**config.mk**
```make
export PLATFORM = sky130hd
export DESIGN_NAME = gb_interrupt_ctrl
export DESIGN_NICKNAME = d
export VERILOG_FILES = /design/src/rtl/gb_interrupt_ctrl.sv
export SDC_FILE = /design/constraint.sdc
export NUM_CORES = 1
export LEC_CHECK = 0
export CORE_MARGIN = 2
export CORE_UTILIZATION = 43
export DETAILED_ROUTE_END_ITERATION = 10
export PLACE_DENSITY = 0.84
export SLEW_MARGIN = 40
export SYNTH_ARGS = -nofsm -noshare
export SYNTH_HDL_FRONTEND = slang
export SYNTH_SLANG_ARGS = --single-unit
```
**constraint.sdc**
```tcl
create_clock -name clk -period 4.1 [get_ports clk]
set_input_delay 0.82 -clock clk [delete_from_list [all_inputs] [get_ports clk]]
set_output_delay 0.82 -clock clk [all_outputs]
set_load 0.01 [all_outputs]
```
**src/rtl/gb_interrupt_ctrl.sv**
```systemverilog
// Game Boy interrupt controller: IF/IE registers, fixed-priority dispatch to the CPU
// through a two-state request/acknowledge handshake, and a HALT/STOP wake flag.
module gb_interrupt_ctrl (
    input  logic        clk,
    input  logic        reset,
    input  logic [7:0]  data_i,
    input  logic [15:0] addr,
    input  logic        wren,
    output logic [7:0]  data_o,
    input  logic        irq_vblank,
    input  logic        irq_stat,
    input  logic        irq_timer,
    input  logic        irq_serial,
    input  logic        irq_joypad,
    input  logic        ime_i,
    input  logic        int_ack,
    output logic        int_req,
    output logic [7:0]  int_vector,
    output logic        wake
);

    localparam logic [15:0] ADDR_IF = 16'hFF0F;
    localparam logic [15:0] ADDR_IE = 16'hFFFF;

    typedef enum logic {IDLE, REQ} state_t;

    state_t      state_reg, state_next;
    logic [4:0]  if_reg, if_next;
    logic [7:0]  ie_reg, ie_next;
    logic [2:0]  idx_reg, idx_next;
    logic [7:0]  vec_reg, vec_next;

    logic [4:0]  src;
    logic [4:0]  pending;
    logic [4:0]  ack_clr_mask;
    logic [2:0]  top_idx;
    logic        any_pending;
    logic        ack_take;
    logic        if_wr;
    logic        ie_wr;

    assign src         = {irq_joypad, irq_serial, irq_timer, irq_stat, irq_vblank};
    assign pending     = ie_reg[4:0] & if_reg;
    assign any_pending = |pending;
    assign if_wr       = wren && (addr == ADDR_IF);
    assign ie_wr       = wren && (addr == ADDR_IE);

    // Descending scan so the lowest pending index (vblank) is the last to win.
    always_comb begin
        top_idx = 3'd0;
        for (int i = 4; i >= 0; i--) begin
            if (pending[i]) begin
                top_idx = 3'(i);
            end
        end
    end

    always_comb begin
        state_next = state_reg;
        idx_next   = idx_reg;
        vec_next   = vec_reg;
        ack_take   = 1'b0;
        case (state_reg)
            IDLE: begin
                if (ime_i && any_pending) begin
                    state_next = REQ;
                    idx_next   = top_idx;
                    vec_next   = 8'h40 + {2'b00, top_idx, 3'b000};
                end
            end
            REQ: begin
                // A cancelled request (source cleared/disabled or IME dropped) swallows any ack.
                if (!ime_i || !pending[idx_reg]) begin
                    state_next = IDLE;
                end else if (int_ack) begin
                    ack_take   = 1'b1;
                    state_next = IDLE;
                end
            end
            default: state_next = IDLE;
        endcase
    end

    // Per bit: ack clear, then CPU write overrides, then new source requests are OR-ed on top.
    generate
        for (genvar gi = 0; gi < 5; gi++) begin : g_if_bit
            assign ack_clr_mask[gi] = ack_take && (idx_reg == 3'(gi));
            assign if_next[gi] = src[gi] |
                                 (if_wr ? data_i[gi] : (if_reg[gi] & ~ack_clr_mask[gi]));
        end
    endgenerate

    assign ie_next = ie_wr ? data_i : ie_reg;

    always_ff @(posedge clk or negedge reset) begin
        if (!reset) begin
            state_reg <= IDLE;
            if_reg    <= 5'h00;
            ie_reg    <= 8'h00;
            idx_reg   <= 3'd0;
            vec_reg   <= 8'h00;
        end else begin
            state_reg <= state_next;
            if_reg    <= if_next;
            ie_reg    <= ie_next;
            idx_reg   <= idx_next;
            vec_reg   <= vec_next;
        end
    end

    always_comb begin
        data_o = 8'hFF;
        if (addr == ADDR_IF) begin
            data_o = {3'b111, if_reg};
        end else if (addr == ADDR_IE) begin
            data_o = ie_reg;
        end
    end

    assign int_req    = (state_reg == REQ);
    assign int_vector = vec_reg;
    assign wake       = any_pending;

endmodule

```
==> results.md <==
* Cts repair resizes at 0
* Largest net degree at the start of global routing at 19
* Diodes inserted at 0
* Post-Syn Instances at 102
* Cts hold-fix bufs at 0
* Pwr/cell area at 209.8 nW/um2
* GR Overflow Total at 0
* Hpwl dp at 2.209 mm
* Area share of the largest cell type after synthesis at 0.4157
* Netlist area before placement at 1084 um2
* Final net count at 186
* Vias in the first global route at 956
* Final wirelength at 2.722 mm
* Leakage at 0.6118 nW
* Required @ worst endpoint at 3.28 ns
* Placed Cells at 177
* Total global-route track usage at 0.1971
* Seq cells post-synth at 18
* Gpl congestion at 0.8611
* Critical path startpoint category: primary input
* Setup TNS at 0 ns
* Crit share post-route at 0.8960
* Final std cells w/o fill at 181
* CTS tree: built
* Clock Path Buffers at 2
* Clock sink total at 18
* Residual DRC at 0
* Clock Skew at 0.01006 ns
* Tmin final at 3.673 ns
* Worst-path clk slew at 0.10 ns
* Starting Density at 0.4455
* Die area at 2938 um2
* Cell Rows at 18
* Synth area leader: dfrtp_1
* Avg WL per Cell at 15.04 um
* # setup viols final at 0
* Number of iterations in the first detailed-routing pass at 4
* Post-Synthesis Mean Instance Area at 10.62 um2
* Worst-path fanout max at 7
* H-tree depth at 1
* Clk root buf: clkbuf_4
* Final ANT Viol Nets at 0
* Max FFs per register at 8
* Highest clock rate at 272.2 MHz
* Io pins at 52
* Post-synth top flop: dfrtp_1
* Total number of vias at 1047
* HP Class: in -> async
* Critical Path Sink Type: output port
* Unrepaired setup endpoints after global routing: no
* First-pass GRT wire length at 4.153 mm
* Synth async-reset ratio at 1.000
* Yosys warns at 0
* Count of input and output buffers at 47
* Clock Latency Late Sink at 0.30 ns
* Die Width at 54.20 um
* TritonCTS Buffers at 3
* Setup repair bufs after CTS at 0
* Endpoints failing hold at 0
* VDD IR max at 0.1982 mV
* Initial DRC Count at 29
* Seq/Total Area, Yosys at 0.4157
* Crit path kind: in -> out
* CORE AREA at 2432 um2
* Number of enable flip-flop cells after synthesis at 0
* Arr. time, crit path at 2.85 ns
* DR vias/cell at 5.785
* Number of max-cap violations at 0
* Share of cells above drive strength 1 at 0.1457
* Status: finished, final reports clean
* Post-layout util at 0.6548
* Count of pins over their slew limit at 0
* Area growth syn-to-layout at 47.00%
* Antenna violations before repair at 0
* Ranking of synthesized cells by area: dfrtp_1 42%, mux2_2 9.4%, o22a_1 4.0%
* Post-synth cell types at 36
* Die height at 54.20 um
[stage by stage]
stage / hold WS [ns] / area [um2] / worst slack (ns) / power, mW
floorplan: 0.4710 / 1095 / 1.559 / 0.1917
CTS: 0.4847 / 1598 / 0.4465 / 0.3370
global placement: 0.4474 / 1562 / 0.4822 / 0.2286
detailed placement: 0.4615 / 1562 / 0.4464 / 0.2301
global route: 0.4388 / 1593 / 0.3196 / 0.3505
finish: 0.4317 / 1593 / 0.4266 / 0.3341
[final timing paths]
path / startpoint / to / slack, ns / cells after the start
max: addr[4] / data_o[1] / 0.43 / 5
min: reset / if_reg[1] / 0.43 / 1
max reg2reg: idx_reg[0] / if_reg[4] / 2.56 / 4
min reg2reg: int_vector[6] / int_vector[6] / 0.48 / 1
max in group asynchronous: reset / ie_reg[1] / 3.38 / 1
min in group clk: int_vector[6] / int_vector[6] / 0.48 / 1
[kinds of logic (layout without fill, tap and decap cells)]
logic type             Yosys count  count (layout)  share of synthesized area
AOI/OAI and AO/OA               33              33                     0.2078
buffers and inverters            7              53                    0.04504
DFF                             18              18                     0.4157
muxes                            9               9                    0.09354
other                            1               4                   0.003461
and+or+nand+nor                 34              34                     0.2344
[cell usage after synthesis (all sizes together), types with 3 or more instances]
| cell type | n |
|---|---|
| or2 | 3 |
| o21ai | 8 |
| nor2 | 3 |
| a211o | 3 |
| mux2 | 9 |
| buf | 5 |
| a21oi | 6 |
| nand4 | 5 |
| nand3 | 5 |
| dfrtp | 18 |
| o22a | 5 |
| nand2 | 5 |
[metal layers]
metal,vias up,routed length (um),track usage
met2,42,1460,0.3494
met4,0,27,0.06250
met3,4,173,0.04167
li1,488,-,-
met5,-,0,0
met1,513,1060,0.2349
[layout make-up]
class / instances / area (um2)
clock buffers: 4 / 36.28
fillers: 209 / 839.6
inverters: 2 / 7.507
multi-input cells: 80 / 595.6
flip-flops and latches: 18 / 450.4
well taps: 30 / 37.54
repair buffers: 47 / 465.4
[critical path, stage by stage]
cell,delay [ns]
clkdlybuf4s50_1,0.46
nor4_4,0.51
nand3_1,0.30
o22a_1,0.26
clkdlybuf4s50_1,0.50
[report_power, final]
group          internal (mW)  total (mW)  leakage (nW)  switching, mW
clock network         0.0542       0.108        0.0210         0.0540
logic                 0.0303      0.0478         0.365         0.0175
registers              0.178       0.178         0.225       0.000402
[cells in the final DEF (no fill, tap or decap), drive strengths merged]
cell / count
a211o: 3
a21oi: 6
a22o: 1
a22oi: 2
a31oi: 2
a32oi: 1
and2: 2
and4: 2
buf: 1
clkbuf: 4
clkdlybuf4s50: 46
conb: 4
dfrtp: 18
inv: 2
mux2: 9
nand2: 5
nand2b: 2
nand3: 5
nand3b: 2
nand4: 5
nand4b: 1
nor2: 3
nor2b: 1
nor4: 2
o211ai: 2
o21ai: 8
o22a: 5
o31ai: 1
o41ai: 2
or2: 3
or3b: 1
Power figures use the tool's default switching activity.
